--- src/rtl/alu_issue_pkg.sv ---
// Shared constants and types for the ALU issue front end: ALU/instruction opcodes,
// $rstatus overflow codes and the issue FSM state encoding.
package alu_issue_pkg;

    localparam int DATA_W = 32;
    localparam int REG_W  = 5;

    localparam logic [4:0] ALU_ADD = 5'd0;
    localparam logic [4:0] ALU_SUB = 5'd1;
    localparam logic [4:0] ALU_AND = 5'd2;
    localparam logic [4:0] ALU_OR  = 5'd3;
    localparam logic [4:0] ALU_SLL = 5'd4;
    localparam logic [4:0] ALU_SRA = 5'd5;

    localparam logic [4:0] OP_RTYPE = 5'b00000;
    localparam logic [4:0] OP_ADDI  = 5'b00101;

    // Overflow codes written to $rstatus; OVF_NONE marks ops whose overflow is ignored.
    localparam logic [1:0] OVF_NONE     = 2'd0;
    localparam logic [1:0] RSTATUS_ADD  = 2'd1;
    localparam logic [1:0] RSTATUS_ADDI = 2'd2;
    localparam logic [1:0] RSTATUS_SUB  = 2'd3;
    localparam logic [4:0] RSTATUS_REG  = 5'd30;

    typedef enum logic [1:0] {
        IDLE = 2'd0,
        READ = 2'd1,
        EXEC = 2'd2,
        WB   = 2'd3
    } state_t;

    function automatic logic signed [DATA_W-1:0] sext_imm(input logic [16:0] imm);
        return {{(DATA_W-17){imm[16]}}, imm};
    endfunction

endpackage

--- src/rtl/alu_inst_decode.sv ---
// Combinational decode of a latched instruction word into register fields,
// immediate, effective ALU opcode and overflow handling class.
module alu_inst_decode
    import alu_issue_pkg::*;
(
    input  logic                     [DATA_W-1:0] inst,
    output logic                     [REG_W-1:0]  rd,
    output logic                     [REG_W-1:0]  rs,
    output logic                     [REG_W-1:0]  rt,
    output logic                     [4:0]        shamt,
    output logic signed              [DATA_W-1:0] imm,
    output logic                     [4:0]        alu_op,
    output logic                                  use_imm,
    output logic                                  illegal,
    output logic                     [1:0]        ovf_code
);

    logic [4:0] opcode;
    logic [4:0] aluop_f;
    logic       unused_bits;

    assign opcode      = inst[31:27];
    assign aluop_f     = inst[6:2];
    assign rd          = inst[26:22];
    assign rs          = inst[21:17];
    assign rt          = inst[16:12];
    assign imm         = sext_imm(inst[16:0]);
    assign unused_bits = ^inst[1:0];

    always_comb begin
        alu_op   = ALU_ADD;
        shamt    = '0;
        use_imm  = 1'b0;
        illegal  = 1'b0;
        ovf_code = OVF_NONE;
        case (opcode)
            OP_RTYPE: begin
                if (aluop_f <= ALU_SRA) begin
                    alu_op = aluop_f;
                    if (aluop_f == ALU_SLL || aluop_f == ALU_SRA)
                        shamt = inst[11:7];
                    if (aluop_f == ALU_ADD)
                        ovf_code = RSTATUS_ADD;
                    else if (aluop_f == ALU_SUB)
                        ovf_code = RSTATUS_SUB;
                end else begin
                    illegal = 1'b1;
                end
            end
            OP_ADDI: begin
                use_imm  = 1'b1;
                ovf_code = RSTATUS_ADDI;
            end
            default: illegal = 1'b1;
        endcase
    end

endmodule

--- src/rtl/alu_issue_ctrl.sv ---
// Issue sequencer: accept one instruction, read operands, drive the ALU for one cycle,
// then present a one-cycle registered regfile writeback (or $rstatus overflow code).
module alu_issue_ctrl
    import alu_issue_pkg::*;
(
    input  logic              clock,
    input  logic              reset,
    input  logic              inst_valid,
    input  logic [DATA_W-1:0] inst,
    output logic              inst_ready,
    output logic [REG_W-1:0]  ctrl_readRegA,
    output logic [REG_W-1:0]  ctrl_readRegB,
    input  logic [DATA_W-1:0] data_readRegA,
    input  logic [DATA_W-1:0] data_readRegB,
    output logic [DATA_W-1:0] alu_opA,
    output logic [DATA_W-1:0] alu_opB,
    output logic [4:0]        alu_opcode,
    output logic [4:0]        alu_shamt,
    input  logic [DATA_W-1:0] alu_result,
    input  logic              alu_overflow,
    output logic              ctrl_writeEnable,
    output logic [REG_W-1:0]  ctrl_writeReg,
    output logic [DATA_W-1:0] data_writeReg,
    output logic              err_illegal
);

    state_t              state_q, state_d;
    logic [DATA_W-1:0]   inst_q, inst_d;
    logic [DATA_W-1:0]   op_a_q, op_a_d;
    logic [DATA_W-1:0]   op_b_q, op_b_d;
    logic [4:0]          opcode_q, opcode_d;
    logic [4:0]          shamt_q, shamt_d;
    logic                we_q, we_d;
    logic [REG_W-1:0]    wreg_q, wreg_d;
    logic [DATA_W-1:0]   wdata_q, wdata_d;
    logic                err_q, err_d;

    logic [REG_W-1:0]    dec_rd, dec_rs, dec_rt;
    logic [4:0]          dec_shamt, dec_alu_op;
    logic signed [DATA_W-1:0] dec_imm;
    logic                dec_use_imm, dec_illegal;
    logic [1:0]          dec_ovf_code;

    alu_inst_decode u_decode (
        .inst     (inst_q),
        .rd       (dec_rd),
        .rs       (dec_rs),
        .rt       (dec_rt),
        .shamt    (dec_shamt),
        .imm      (dec_imm),
        .alu_op   (dec_alu_op),
        .use_imm  (dec_use_imm),
        .illegal  (dec_illegal),
        .ovf_code (dec_ovf_code)
    );

    // Operand, ALU and writeback registers default to zero so each is live for exactly one state.
    always_comb begin
        state_d  = state_q;
        inst_d   = inst_q;
        op_a_d   = '0;
        op_b_d   = '0;
        opcode_d = '0;
        shamt_d  = '0;
        we_d     = 1'b0;
        wreg_d   = '0;
        wdata_d  = '0;
        err_d    = 1'b0;
        case (state_q)
            IDLE: begin
                if (inst_valid) begin
                    inst_d  = inst;
                    state_d = READ;
                end
            end
            READ: begin
                op_a_d   = data_readRegA;
                op_b_d   = dec_use_imm ? $unsigned(dec_imm) : data_readRegB;
                opcode_d = dec_alu_op;
                shamt_d  = dec_shamt;
                state_d  = EXEC;
            end
            EXEC: begin
                state_d = WB;
                if (dec_illegal) begin
                    err_d = 1'b1;
                end else if (alu_overflow && dec_ovf_code != OVF_NONE) begin
                    we_d    = 1'b1;
                    wreg_d  = RSTATUS_REG;
                    wdata_d = {{(DATA_W-2){1'b0}}, dec_ovf_code};
                end else if (dec_rd != '0) begin
                    we_d    = 1'b1;
                    wreg_d  = dec_rd;
                    wdata_d = alu_result;
                end
            end
            WB:      state_d = IDLE;
            default: state_d = IDLE;
        endcase
    end

    always_ff @(posedge clock or negedge reset) begin
        if (!reset) begin
            state_q  <= IDLE;
            inst_q   <= '0;
            op_a_q   <= '0;
            op_b_q   <= '0;
            opcode_q <= '0;
            shamt_q  <= '0;
            we_q     <= 1'b0;
            wreg_q   <= '0;
            wdata_q  <= '0;
            err_q    <= 1'b0;
        end else begin
            state_q  <= state_d;
            inst_q   <= inst_d;
            op_a_q   <= op_a_d;
            op_b_q   <= op_b_d;
            opcode_q <= opcode_d;
            shamt_q  <= shamt_d;
            we_q     <= we_d;
            wreg_q   <= wreg_d;
            wdata_q  <= wdata_d;
            err_q    <= err_d;
        end
    end

    assign inst_ready       = (state_q == IDLE);
    assign ctrl_readRegA    = (state_q == READ) ? dec_rs : '0;
    assign ctrl_readRegB    = (state_q == READ) ? dec_rt : '0;
    assign alu_opA          = op_a_q;
    assign alu_opB          = op_b_q;
    assign alu_opcode       = opcode_q;
    assign alu_shamt        = shamt_q;
    assign ctrl_writeEnable = we_q;
    assign ctrl_writeReg    = wreg_q;
    assign data_writeReg    = wdata_q;
    assign err_illegal      = err_q;

endmodule
--- config.mk ---
export PLATFORM = sky130hd
export DESIGN_NAME = alu_issue_ctrl
export DESIGN_NICKNAME = d
export VERILOG_FILES = /design/src/rtl/alu_issue_pkg.sv /design/src/rtl/alu_inst_decode.sv /design/src/rtl/alu_issue_ctrl.sv
export SDC_FILE = /design/constraint.sdc
export NUM_CORES = 1
export LEC_CHECK = 0
export BUFFER_PORTS_ARGS = -buffer_cell sky130_fd_sc_hd__buf_2
export CORE_ASPECT_RATIO = 0.9
export CORE_UTILIZATION = 50
export CTS_CLUSTER_SIZE = 20
export DETAILED_ROUTE_END_ITERATION = 10
export GPL_ROUTABILITY_DRIVEN = 0
export PLACE_DENSITY = 0.87
export SETUP_SLACK_MARGIN = 0.05
export SLEW_MARGIN = 20
export SYNTH_ARGS = -nofsm -noshare
export SYNTH_HDL_FRONTEND = slang
export SYNTH_SLANG_ARGS = --single-unit
--- constraint.sdc ---
create_clock -name clock -period 3.4 [get_ports clock]
set_input_delay 0.68 -clock clock [delete_from_list [all_inputs] [get_ports clock]]
set_output_delay 0.68 -clock clock [all_outputs]
set_load 0.01 [all_outputs]
==> results, run 1 <==
- The run finished with clean final reports.
- The buffer count from post-CTS setup fixing is 0.
- The leakage power total is roughly 4.2 nW.
- The via count of the first global-routing pass is roughly 4200.
- The tree is rooted in a sky130_fd_sc_hd__clkbuf_16.
- The CTS sink count is 147.
- Entering global routing, the biggest net connects 72 pins.
- The layout-stage area growth over the synthesis result is 34.8%.
- Yosys attributes the largest share of cell area to sky130_fd_sc_hd__dfrtp_1 (65%), sky130_fd_sc_hd__mux2_2 (6.4%), sky130_fd_sc_hd__nand2_1 (5.6%), sky130_fd_sc_hd__nor3_2 (5.3%), sky130_fd_sc_hd__and2_1 (5.2%).
- The height of the chip is a little over 100 um.
- The H-tree depth is 4.
- The share of the Yosys chip area taken by registers is 0.650.
- The number of iterations in the first detailed-routing pass is 6.
- The initial cell density of the core is 0.519.
- In this run, post-CTS hold repair placed 0 buffers.
- The die span in x is 114 um.
- Each instance of the synthesized netlist takes up on average approximately 13 um2.
- The class of the worst hold path is in -> async.
- The signal on the critical path passes through inv_1 > ha_2 > and2_1 > buf_2.
- The floorplan step defined a die boundary enclosing about 12000 um2.
- Detailed routing inserted a total of about 4200 vias.
- The largest stage delay on the critical path is approximately 0.57 ns.
- After the first detailed-routing iteration, the DRC count stood at about 120.
- The cell area after layout is around 7600 um2.
- Max-cap violations in this run came to 0.
- The number of antenna repair diodes is 0.
- The critical-path maximum fanout is 36.
- The count of final setup violators is 0.
- The power per cell area is approximately 760 nW/um2.
- Data on the critical path is required at its endpoint by 2.72 ns.
- The critical path data arrival time is approximately 1.8 ns.
- The all-layer global routing usage is 0.234.
- The summed instance area of the synthesized netlist is approximately 5700 um2.
- The site row count is 36.
- Summed over all failing endpoints, the final setup total negative slack is 0 ns.
- For the pin with the worst max-slew slack, the measured transition is ~1.1 ns.
- The number of distinct library cell variants in the gate-level netlist after synthesis is 33.
- The number of design rule violations left after detail routing is 0.
- The slowest cell on the critical path is sky130_fd_sc_hd__ha_2.
- The final layout contains just over 800 nets.
- The residual antenna-violating net count after detailed routing is 0.
- The number of hold-slack violations in the final timing report was 0.
- Summed over all layers, the global routing overflow is 0.
- The post-place instance area is 7010 um2.
- By startpoint and endpoint, the worst setup path is classified as reg -> out.
- The share of final-layout standard cells stronger than drive strength 1 is 0.508.
- Once detailed placement completed, the half-perimeter wirelength came to approximately 9300 um.
- The number of warnings issued by yosys is 0.
- The global-route wire length before repair is approximately 20000 um.
- The number of register bits inferred by synthesis is between 100 and 150.
- The initial antenna violation count is 0.
- Total power for the finished layout comes to 5.78 mW.
- The number of gates resized after CTS is 0.
- The category of the worst setup path capture point is an output port.
- The worst-case IR drop observed on VDD is 0.637 mV.
- The mean number of vias per cell is a little under 5.
- The top achievable clock speed is around 0.4 GHz.
- The routed design has roughly 13000 um of wire.
- The number of slew-limit violations in the final report was 0.
- Clock latency on the worst-skew pair, taken at its later pin, is 0.41 ns.
- The count of input and output buffers is ~260.
- Headroom to the max-slew limit came out at 0.286.
- Setup repair after global routing left no endpoint under its margin.
- The clock period minus worst slack is 2.51 ns.
- Dividing the final minimum period by the clock period gives 0.740.
- The area of the core is 10900 um2.
- TritonCTS created 17 clock buffers.
- The worst setup path is launched from a flop.
- Clock-pin slew was measured on the worst setup and hold paths at approximately 0.050 ns.
- In the final routed layout, each cell accounts on average for about 16 um.
- The largest area contributor in the synthesized netlist is sky130_fd_sc_hd__dfrtp_1.
- The clock skew after layout is between 0.006 and 0.007 ns.
- In this run the count of I/O pins placed on the die edge is between 200 and 300.
- The share of Yosys cell area claimed by the top area cell type is 0.650.
- TritonCTS built the clock tree.
- The maximum clock path buffer count is 2.
- In the synthesized netlist, the number of instances is approximately 440.
logic make-up (layout without fill, tap and decap cells):
family / count (synthesis) / count (layout) / share of synthesized area
mux: 32 / 32 / 0.0637
buf+inv: 29 / 295 / 0.0288
compound gates: 47 / 47 / 0.0635
flops: 147 / 147 / 0.650
fa+ha+maj: 3 / 3 / 0.00664
simple gates: 182 / 182 / 0.186
other cells: 1 / 2 / 0.000663
critical path, delay by kind of cell, from the launching register on:
kind,cells,cell delay [ns]
DFF,1,0.38
and+or+nand+nor,1,0.23
adders and majority gates,1,0.57
buffers and inverters,2,0.23
cell type report:
type	instances	area, um2
clock buffer	23	478
clock inverter	9	104
fill	822	3280
inverter	3	11.3
multi-input combinational	266	1820
sequential	147	3680
tap	152	190
timing repair buffer	260	1340
power breakdown:
group	internal [mW]	total [mW]	switching, mW
clock	1.13	1.81	0.674
combinational	0.713	1.56	0.845
sequential	2.19	2.42	0.225
final timing paths:
kind	from	end	slack, ns	depth (start not counted)
setup / recovery	state_q[1]	ctrl_readRegB[3]	0.89	4
hold / removal	reset	alu_opB[21]	0.26	1
setup reg to reg	state_q[1]	alu_shamt[3]	1.39	5
hold reg to reg	inst_q[20]	inst_q[20]	0.50	1
max in group asynchronous	reset	data_writeReg[5]	2.14	2
min in group clock	data_readRegA[8]	alu_opA[8]	0.48	2
cell usage in the layout (no fill, tap or decap), types with 3 or more instances in the layout:
master,synthesis,layout
sky130_fd_sc_hd__clkbuf_16,0,17
sky130_fd_sc_hd__buf_2,4,254
sky130_fd_sc_hd__and2_1,47,47
sky130_fd_sc_hd__a21boi_0,23,23
sky130_fd_sc_hd__clkbuf_8,0,3
sky130_fd_sc_hd__clkinv_2,0,4
sky130_fd_sc_hd__clkbuf_1,14,3
sky130_fd_sc_hd__mux2_2,32,32
sky130_fd_sc_hd__nor2_1,4,4
sky130_fd_sc_hd__dfrtp_1,147,147
sky130_fd_sc_hd__o21a_1,6,6
sky130_fd_sc_hd__buf_4,3,4
sky130_fd_sc_hd__inv_1,3,3
sky130_fd_sc_hd__nor3_2,30,30
sky130_fd_sc_hd__nand3_1,4,4
sky130_fd_sc_hd__and3_1,3,3
sky130_fd_sc_hd__nand2_1,84,83
sky130_fd_sc_hd__a21boi_1,9,9
per-stage QoR:
stage / utilization / worst slack (ns) / hold WS [ns] / instances
finish: 0.699 / 0.885 / 0.265 / 860
global route: 0.699 / 0.725 / 0.307 / 860
CTS: 0.697 / 0.838 / 0.285 / 859
detailed placement: 0.643 / 1.29 / 0.487 / 827
global placement: 0.643 / 1.36 / 0.483 / 827
floorplan: - / 1.45 / 0.384 / 442
state kept, by name, summed over array words and instances (netlist names):
name and flops:
alu_opA 32, alu_opB 32, alu_opcode 5, alu_shamt 5
ctrl_writeEnable 1, ctrl_writeReg 5, data_writeReg 32, err_illegal 1
inst_q 32, state_q 2
Yosys cell counts:
cell type                  instances
sky130_fd_sc_hd__nand3_1           4
sky130_fd_sc_hd__mux2_2           32
sky130_fd_sc_hd__o21a_1            6
sky130_fd_sc_hd__nor2_1            4
sky130_fd_sc_hd__nor3b_1           2
sky130_fd_sc_hd__conb_1            1
sky130_fd_sc_hd__o21ai_4           1
sky130_fd_sc_hd__and2_1           47
sky130_fd_sc_hd__dfrtp_1         147
sky130_fd_sc_hd__buf_2             4
sky130_fd_sc_hd__nor4_2            1
sky130_fd_sc_hd__a31oi_1           2
sky130_fd_sc_hd__buf_4             3
sky130_fd_sc_hd__o21a_4            1
sky130_fd_sc_hd__clkbuf_1         14
sky130_fd_sc_hd__inv_1             3
sky130_fd_sc_hd__buf_6             5
sky130_fd_sc_hd__a21boi_1          9
sky130_fd_sc_hd__o31ai_1           1
sky130_fd_sc_hd__a21boi_0         23
sky130_fd_sc_hd__o21ai_0           1
sky130_fd_sc_hd__a21oi_1           2
sky130_fd_sc_hd__nor3_2           30
sky130_fd_sc_hd__or2_0             1
sky130_fd_sc_hd__ha_1              3
sky130_fd_sc_hd__nor3_4            1
sky130_fd_sc_hd__a211oi_1          1
sky130_fd_sc_hd__and3_1            3
sky130_fd_sc_hd__and2_4            2
sky130_fd_sc_hd__and3_4            1
sky130_fd_sc_hd__nand4_1           1
sky130_fd_sc_hd__nor3_1            1
sky130_fd_sc_hd__nand2_1          84
routing by layer:
layer	share of wire	vias up	GRT usage
li1	-	1951	-
met1	0.38	2027	0.256
met2	0.52	173	0.416
met3	0.073	26	0.0800
met4	0.024	0	0.103
met5	0	-	0
Note: power is estimated with default switching activity, not from simulation.
==> run 2: changes to the inputs <==
--- a/config.mk
+++ b/config.mk
@@ -5,13 +5,14 @@
 export SDC_FILE = /design/constraint.sdc
 export NUM_CORES = 1
 export LEC_CHECK = 0
+export ABC_AREA = 1
 export BUFFER_PORTS_ARGS = -buffer_cell sky130_fd_sc_hd__buf_2
 export CORE_ASPECT_RATIO = 0.9
-export CORE_UTILIZATION = 50
+export CORE_UTILIZATION = 42
 export CTS_CLUSTER_SIZE = 20
 export DETAILED_ROUTE_END_ITERATION = 10
 export GPL_ROUTABILITY_DRIVEN = 0
-export PLACE_DENSITY = 0.87
+export PLACE_DENSITY = 0.78
 export SETUP_SLACK_MARGIN = 0.05
 export SLEW_MARGIN = 20
 export SYNTH_ARGS = -nofsm -noshare
==> constraint.sdc (replaced) <==
create_clock -name clock -period 2.25 [get_ports clock]
set_input_delay 0.45 -clock clock [delete_from_list [all_inputs] [get_ports clock]]
set_output_delay 0.45 -clock clock [all_outputs]
set_load 0.01 [all_outputs]
==> results, run 2 <==
- By area the synthesized netlist is led by sky130_fd_sc_hd__dfrtp_1 (64%), sky130_fd_sc_hd__nand2_1 (6.7%), sky130_fd_sc_hd__nor2_4 (6.3%), sky130_fd_sc_hd__inv_1 (5.2%), sky130_fd_sc_hd__mux2_2 (4.3%).
- The residual antenna-violating net count after detailed routing came to 0 (unchanged).
- The largest stage delay on the critical path is 0.40 ns (-0.17 ns).
- The reg-to-reg setup timing slack is 0.47 ns (-0.92 ns).
- The sequential share of power came to 0.412 (-0.006).
- The via total after detailed routing came to 4274 (+2.3%).
- The average cell area after synthesis is 11.0 um2 (-14%).
- The number of hold-slack violations in the final timing report is 0 (unchanged).
- The clock-pin slew reported for the worst setup and hold paths after clock tree synthesis is 0.06 ns (about the same).
- The number of buffers added by the clock tree synthesis step is 17 (unchanged).
- The number of gates resized after CTS is 0 (unchanged).
- The global-route wire length before repair was 21700 um (+6.2%).
- The predominant post-synthesis flop cell is sky130_fd_sc_hd__dfrtp_1.
- The final HPWL from detailed placement is 9930 um (+6.2%).
- The switching share of total power came to 0.300 (-0.00132).
- The required time of the worst setup path came to 1.80 ns (-0.92 ns).
- The depth of the worst register-to-register path is 6 (+1).
- The cell count after synthesis is 521 (+18%).
- The CTS sink count is 147 (unchanged).
- The share of synthesized registers carrying an async set or reset is 1.00 (unchanged).
- The leading cell type in the layout, fill and taps excluded is sky130_fd_sc_hd__buf_2.
- The internal power component came to 6.03 mW (+49%).
- The smallest clock period supported by the final layout is computed as 2.05 ns.
- The share of Yosys cell area claimed by the top area cell type was 0.642 (-0.00894).
- The area of the core is 13300 um2 (+22%).
- The number of register bits inferred by synthesis is 147 (unchanged).
- The clock skew after layout is 0.00631 ns (+0.000124 ns).
- The latest clock arrival within the worst-skew pair is 0.42 ns (about the same).
- The leakage power total is 4.72 nW (+13%).
- The slowest cell on the critical path is sky130_fd_sc_hd__ha_2.
- The part of the power in combinational logic is 0.249 (-0.020).
- The number of synthesized flops with an enable pin is 0 (unchanged).
- The number of iterations in the first detailed-routing pass was 7 (+1).
- The class of the worst hold path is in -> reg.
- The headroom to the max-slew limit is 0.506 (+0.221).
- The root cell of the clock tree is sky130_fd_sc_hd__clkbuf_16.
- The wire length per cell after detailed routing is 14.1 um (-9.3%).
- The number of DRC markers in iteration 0 is 240 (+95%).
- The post-route setup TNS is 0 ns (unchanged).
- The number of design rule violations left after detail routing is 36 (+36).
- The most critical setup path has its endpoint at ctrl_readRegB[0].
- The initial antenna violation count came to 2 (+2).
- The transition time at the pin with the least slew margin came to 0.738 ns (-0.331 ns).
- The die area came to 14100 um2 (+20%).
- The critical-path maximum fanout is 16 (-56%).
- The power per cell area came to 1100 nW/um2 (+46%).
- The synthesized design spends more area on one cell type than any other, namely sky130_fd_sc_hd__dfrtp_1.
- The I/O pin total is 256 (unchanged).
- The category of the worst setup path capture point is an output port.
- The number of inserted filler cells in the final layout is 1170 (+42%).
- The count of final setup violators was 0 (unchanged).
- The initial cell density of the core is 0.431 (-0.0881).
- The net total in the final layout came to 917 (+10%).
- The count of input and output buffers is 255 (unchanged).
- The worst register-to-register path ends at inst_q[26].
- The max-capacitance violation count is 0 (unchanged).
- The part of the total power dissipated in the clock network came to 0.338 (+0.025).
- The summed instance area of the synthesized netlist is 5730 um2 (+1.4%).
- The number of slew-limit violations in the final report is 0 (unchanged).
- The all-layer global routing usage is 0.203 (-0.0308).
- The most common cell type on the critical path is sky130_fd_sc_hd__inv_1.
- TritonCTS built the clock tree.
- The height of the chip is 113 um (+9.7%).
- Of the available clock period, the critical path in the final layout requires 0.909.
- The worst IR drop on VDD is 0.703 mV (+10%).
- The share of final-layout standard cells stronger than drive strength 1 is 0.445 (-0.0632).
- The most used standard cell by instance count after synthesis is sky130_fd_sc_hd__dfrtp_1.
- The number of hold-repair buffers added at the cts stage is 1 (+1).
- STA classifies the critical path startpoint as a flop.
- The H-tree depth is 4 (unchanged).
- The worst setup path is of the reg -> out kind.
- Setup repair after global routing left no endpoint under its margin.
- The site row count is 40 (+11%).
- The number of distinct library cell variants in the gate-level netlist after synthesis was 23 (-30%).
- The maximum number of pins on one net before global-route repair is 52 (-28%).
- The buffer count from post-CTS setup fixing is 0 (unchanged).
- The number of warnings issued by yosys came to 0 (unchanged).
- The die span in x was 125 um (+9.7%).
- Leaving out fill and tap cells, the most frequent cells in the layout are sky130_fd_sc_hd__buf_2 (254), sky130_fd_sc_hd__dfrtp_1 (147), sky130_fd_sc_hd__nand2_1 (101).
- The critical path data arrival time is 1.60 ns (-0.23 ns).
- The startpoint identified for the worst register-to-register timing path is state_q[1].
- The flow ran to the end, but the final reports show violations.
- The final reports fail on DRC.
- The most critical setup path has its startpoint at state_q[1].
- For this run, the top clock speed supported by timing is about 0.5 GHz.
- The critical path goes through inv_1 > ha_2 > nand2_1 > inv_1 > buf_2.
- The commonest cells after synthesis are sky130_fd_sc_hd__dfrtp_1 (147), sky130_fd_sc_hd__nand2_1 (102), sky130_fd_sc_hd__inv_1 (80), sky130_fd_sc_hd__a21oi_1 (49), sky130_fd_sc_hd__nor2_4 (32).
- The share of synthesized area occupied by flip-flops and latches came to 0.642 (-0.00894).
- The routed wire length is 13600 um (+1.6%).
- The power consumption is 8.62 mW (+49%).
- The maximum clock path buffer count is 2 (unchanged).
- The switching component of the power is 2.59 mW (+48%).
- The mean number of vias per cell is 4.43 (-8.7%).
- The via count of the first global-routing pass came to 4241 (+0.47%).
- Relative to the synthesized area, the layout overhead comes to 36.2%.
- The global-route congestion overflow total is 0 (unchanged).
==> run 2: cell types whose count changed in the layout (fill, tap and decap cells not counted), sizes merged, moves of 14 or more <==
| cell | previous run | this run |
|---|---|---|
| nor2 | 4 | 54 |
| nor3 | 32 | 1 |
| and2 | 49 | 0 |
| nand2 | 84 | 108 |
| inv | 3 | 80 |
| a21oi | 2 | 49 |
| a21boi | 32 | 0 |
| o21ai | 2 | 16 |
==> run 2: area by class of cell <==
cell class,instances,area [um2],area share
sequential,147,3680,0.471
multi-input combinational,270,1610,0.206
timing repair buffer,265,1390,0.177
clock buffer,24,462,0.0591
inverter,81,309,0.0396
tap,168,210,0.0269
clock inverter,8,151,0.0194
antenna,1,2.50,0.000320
==> run 2: logic make-up after synthesis <==
logic type	after synthesis	synth area share
simple gates	177	0.171
other cells	1	0.000654
fa+ha+maj	3	0.00655
buf+inv	105	0.0790
compound gates	66	0.0580
mux	22	0.0432
flops	147	0.642
==> run 2: critical path: cells and delay by family (launching register included) <==
family / cells / cell delay (ns)
and+or+nand+nor: 1 / 0.09
buffers and inverters: 3 / 0.30
DFF: 1 / 0.39
adders and majority gates: 1 / 0.40
==> run 2: layer usage <==
| metal | vias up | GRT usage | share of wire | wire, um |
|---|---|---|---|---|
| met5 | - | 0 | 0.00066 | 9 |
| met4 | 2 | 0.108 | 0.026 | 348 |
| met3 | 24 | 0.0544 | 0.059 | 805 |
| met2 | 145 | 0.334 | 0.50 | 6840 |
| met1 | 1994 | 0.246 | 0.41 | 5610 |
| li1 | 2109 | - | - | - |
==> run 2: power groups by stage <==
stage                     Combinational, mW  Clock, mW  Sequential, mW
after floorplan                        1.17          0            3.70
after global placement                 2.10          0            3.58
after detailed placement               2.16          0            3.60
after CTS                              2.17       2.97            3.56
after global routing                   2.39       3.11            3.63
final                                  2.15       2.92            3.55
==> run 2: worst min-delay path by stage <==
stage | start | to | slack, ns | depth (start not counted)
2_1_floorplan | reset | alu_opA[0] | 0.15 | 0
3_3_place_gp | reset | alu_opA[21] | 0.42 | 1
3_5_place_dp | reset | alu_opA[24] | 0.42 | 1
4_1_cts | data_readRegA[31] | alu_opA[31] | 0.20 | 3
5_1_grt | data_readRegA[24] | alu_opA[24] | 0.21 | 3
6_report | data_readRegA[7] | alu_opA[7] | 0.22 | 3
==> run 2: metrics by stage <==
step,hold slack [ns],util,cell area [um2],instances,setup WS (ns)
floorplan,0.154,-,5740,522,0.616
global placement,0.421,0.540,7180,930,0.508
detailed placement,0.421,0.540,7180,930,0.465
CTS,0.198,0.586,7810,963,0.194
global route,0.208,0.587,7810,964,0.0713
finish,0.218,0.587,7810,964,0.204
==> run 3: changes to the inputs <==
--- a/config.mk
+++ b/config.mk
@@ -8,13 +8,14 @@
 export ABC_AREA = 1
 export BUFFER_PORTS_ARGS = -buffer_cell sky130_fd_sc_hd__buf_2
 export CORE_ASPECT_RATIO = 0.9
-export CORE_UTILIZATION = 42
+export CORE_UTILIZATION = 30
 export CTS_CLUSTER_SIZE = 20
 export DETAILED_ROUTE_END_ITERATION = 10
 export GPL_ROUTABILITY_DRIVEN = 0
-export PLACE_DENSITY = 0.78
+export PLACE_DENSITY = 0.59
 export SETUP_SLACK_MARGIN = 0.05
 export SLEW_MARGIN = 20
 export SYNTH_ARGS = -nofsm -noshare
 export SYNTH_HDL_FRONTEND = slang
+export SYNTH_HIERARCHICAL = 1
 export SYNTH_SLANG_ARGS = --single-unit
==> results, run 3 <==
- The predominant post-synthesis flop cell is sky130_fd_sc_hd__dfrtp_1.
- The number of iterations in the first detailed-routing pass came to 4 (-3).
- The number of DRC markers in iteration 0 is 210 (-13%).
- The critical path launch point is state_q[0].
- The synthesized-area fraction occupied by xor and xnor cells came to 0 (unchanged).
- The share of Yosys cell area claimed by the top area cell type is 0.596 (-0.0458).
- The adder and majority cell fraction of the synthesized area came to 0.00608 (-0.000467).
- The residual antenna-violating net count after detailed routing is 0 (unchanged).
- The worst hold path belongs to the class in -> reg.
- The area of the core is 20000 um2 (+51%).
- In this run the critical register-to-register path is captured at alu_opB[6].
- The commonest cells after synthesis are sky130_fd_sc_hd__nand2_1 (159), sky130_fd_sc_hd__dfrtp_1 (147), sky130_fd_sc_hd__nor2_1 (105), sky130_fd_sc_hd__inv_1 (70), sky130_fd_sc_hd__buf_4 (58).
- The most used standard cell by instance count after synthesis is sky130_fd_sc_hd__nand2_1.
- The mean number of vias per cell was 4.16 (-6.1%).
- The depth of the worst register-to-register path is 6 (unchanged).
- The post-route setup TNS is 0 ns (unchanged).
- The I/O pin total was 256 (unchanged).
- TritonCTS built the clock tree.
- The die span in x came to 153 um (+22%).
- Leaving out fill and tap cells, the most frequent cells in the layout are sky130_fd_sc_hd__buf_2 (254), sky130_fd_sc_hd__nand2_1 (159), sky130_fd_sc_hd__dfrtp_1 (147).
- Following the worst setup path forward leads to its endpoint at inst_ready.
- The height of the chip is 138 um (+22%).
- In this run the critical register-to-register path is launched from inst_q[28].
- The number of warnings issued by yosys came to 6 (+6).
- The reg-to-reg setup timing slack is 0.25 ns (-0.22 ns).
- The all-layer global routing usage is 0.155 (-0.0483).
- The multiplexer area fraction after synthesis was 0 (-0.0432).
- The worst setup path is of the reg -> out kind.
- In the post-synthesis netlist, the biggest area contributors are sky130_fd_sc_hd__dfrtp_1 (60%), sky130_fd_sc_hd__nand2_1 (9.7%), sky130_fd_sc_hd__buf_4 (7.1%), sky130_fd_sc_hd__nor2_1 (6.4%), sky130_fd_sc_hd__inv_1 (4.3%).
- The headroom to the max-slew limit is 0.548 (+0.0413).
- The cell count after synthesis came to 676 (+30%).
- The site row count is 49 (+23%).
- The die area came to 21200 um2 (+50%).
- The required time of the worst setup path is 1.80 ns (about the same).
- The global-route wire length before repair is 25500 um (+18%).
- The area fraction in and, or, nand and nor cells after synthesis came to 0.223 (+0.0520).
- The layout-stage area growth over the synthesis result is 27.8%.
- The period utilization was 0.893 (-0.0159).
- The via total after detailed routing is 4768 (+12%).
- The critical-path maximum fanout was 12 (-4).
- The run finished with clean final reports.
- The critical path data arrival time is 1.56 ns (-0.04 ns).
- The summed instance area of the synthesized netlist is 6170 um2 (+7.7%).
- The share of synthesized registers carrying an async set or reset was 1.00 (unchanged).
- The global-route congestion overflow total is 0 (unchanged).
- The number of register bits inferred by synthesis is 147 (unchanged).
- The via count of the first global-routing pass came to 4780 (+13%).
- The CTS sink count is 147 (unchanged).
- The number of hold-slack violations in the final timing report is 0 (unchanged).
- The number of design rule violations left after detail routing is 0 (-100%).
- The root cell of the clock tree is sky130_fd_sc_hd__clkbuf_16.
- Setup repair after global routing could not meet its margin everywhere.
- The synthesized-area fraction occupied by ao, oa, aoi and oai cells is 0.0316 (-0.0264).
- The latest clock arrival within the worst-skew pair is 0.43 ns (about the same).
- The clock skew after layout came to 0.0143 ns (+0.00800 ns).
- The number of antenna repair diodes came to 0 (-1).
- The wire length per cell after detailed routing is 13.7 um (-3.1%).
- The maximum number of pins on one net before global-route repair is 55 (+5.8%).
- The H-tree depth is 4 (unchanged).
- The power per cell area is 1170 nW/um2 (+6.0%).
- The count of input and output buffers is 255 (unchanged).
- The average cell area after synthesis is 9.13 um2 (-17%).
- The maximum clock path buffer count was 2 (unchanged).
- sky130_fd_sc_hd__dfrtp_1 takes more of the synthesized area than any other cell.
- After synthesis, the largest family of logic cells by area is simple AND/OR/NAND/NOR gates.
- The number of buffers added by the clock tree synthesis step was 17 (unchanged).
- The max-capacitance violation count is 0 (unchanged).
- The share of final-layout standard cells stronger than drive strength 1 is 0.365 (-0.0801).
- The number of slew-limit violations in the final report is 0 (unchanged).
- The count of final setup violators was 0 (unchanged).
- The leading cell type in the layout, fill and taps excluded is sky130_fd_sc_hd__buf_2.
- The top achievable clock speed is 0.497 GHz (+1.8%).
- The initial antenna violation count came to 0 (-2).
- The final HPWL from detailed placement is 11100 um (+12%).
- STA classifies the critical path startpoint as a flop.
- The number of synthesized flops with an enable pin is 0 (unchanged).
- The number of distinct library cell variants in the gate-level netlist after synthesis is 20 (-13%).
- The initial cell density of the core was 0.308 (-0.123).
- The worst setup path is captured at an output port.
- The clock period minus worst slack was 2.01 ns (-0.0359 ns).
- The transition time at the pin with the least slew margin is 0.678 ns (-0.0598 ns).
- The number of inserted filler cells in the final layout is 2033 (+74%).
- The clock-pin slew reported for the worst setup and hold paths after clock tree synthesis is 0.07 ns (about the same).
- The net total in the final layout is 1012 (+10%).
- The leakage power total was 4.98 nW (+5.5%).
- The final hold slack was 0.204 ns (-0.0137 ns).
- The worst IR drop on VDD was 0.586 mV (-17%).
- The share of synthesized area occupied by flip-flops and latches is 0.596 (-0.0458).
- The routed wire length is 15700 um (+15%).
run 3: cell types whose count changed after synthesis, moves of 23 or more:
cell                      delta
sky130_fd_sc_hd__nor2_4     -29
sky130_fd_sc_hd__a21oi_1    -49
sky130_fd_sc_hd__nand3_1    +29
sky130_fd_sc_hd__o21ai_0    +23
sky130_fd_sc_hd__buf_4      +58
sky130_fd_sc_hd__nand2_1    +57
sky130_fd_sc_hd__nor2_1     +83
run 3: where the power goes:
part           internal, mW  switching (mW)  leakage, nW
combinational         0.910            1.69         2.73
sequential             3.31           0.382         1.97
clock                  1.70            1.24        0.288
total                  5.92            3.31         4.98
run 3: how the worst min path moves through the flow:
stage / start / end / cells after the start
finish: data_readRegA[26] / alu_opA[26] / 3
CTS: data_readRegA[26] / alu_opA[26] / 3
detailed placement: reset / alu_opA[22] / 1
global placement: reset / data_writeReg[22] / 1
global route: data_readRegA[23] / alu_opA[23] / 3
floorplan: reset / alu_opA[0] / 0
run 3: area by class of cell:
| cell class | count | area [um2] | area share |
|---|---|---|---|
| Sequential cell | 147 | 3680 | 0.466 |
| Multi-Input combinational cell | 373 | 1630 | 0.207 |
| Timing Repair Buffer | 264 | 1380 | 0.175 |
| Clock buffer | 18 | 439 | 0.0556 |
| Tap cell | 255 | 319 | 0.0404 |
| Inverter | 74 | 284 | 0.0360 |
| Clock inverter | 14 | 164 | 0.0208 |
run 3: repair_timing:
action / in CTS / in global routing
setup buffers: 0 / 0
gates resized for setup: 0 / 1
setup endpoints to repair: 0 / 32
hold endpoints to repair: 46 / 0
hold buffers: 1 / 0
run 3: critical path, cell delays in order (launching register included):
cell and delay [ns]:
sky130_fd_sc_hd__dfrtp_1 0.41, sky130_fd_sc_hd__inv_1 0.11, sky130_fd_sc_hd__ha_1 0.40, sky130_fd_sc_hd__buf_2 0.22
run 3: layer usage:
metal / global-route usage / up-vias / wire [um]
met3: 0.0417 / 12 / 840
met1: 0.193 / 2235 / 6900
met4: 0.0484 / 0 / 154
met2: 0.259 / 139 / 7760
li1: - / 2382 / -
met5: 0 / - / 0
run 3: kinds of logic after synthesis:
family	after synthesis
AND/OR/NAND/NOR	329
buffers and inverters	157
flip-flops	147
AO/OA/AOI/OAI	39
adder cells (fa/ha/maj)	3
other	1
run 3: through the flow:
stage	instance area, um2	setup slack (ns)	total power, mW	utilization	cells
CTS	7890	0.199	9.38	0.393	1145
finish	7890	0.240	9.23	0.394	1145
detailed placement	7280	0.330	6.40	0.363	1112
floorplan	6180	0.741	5.89	-	677
global placement	7280	0.358	6.37	0.363	1112
global route	7890	0.0138	9.87	0.394	1145
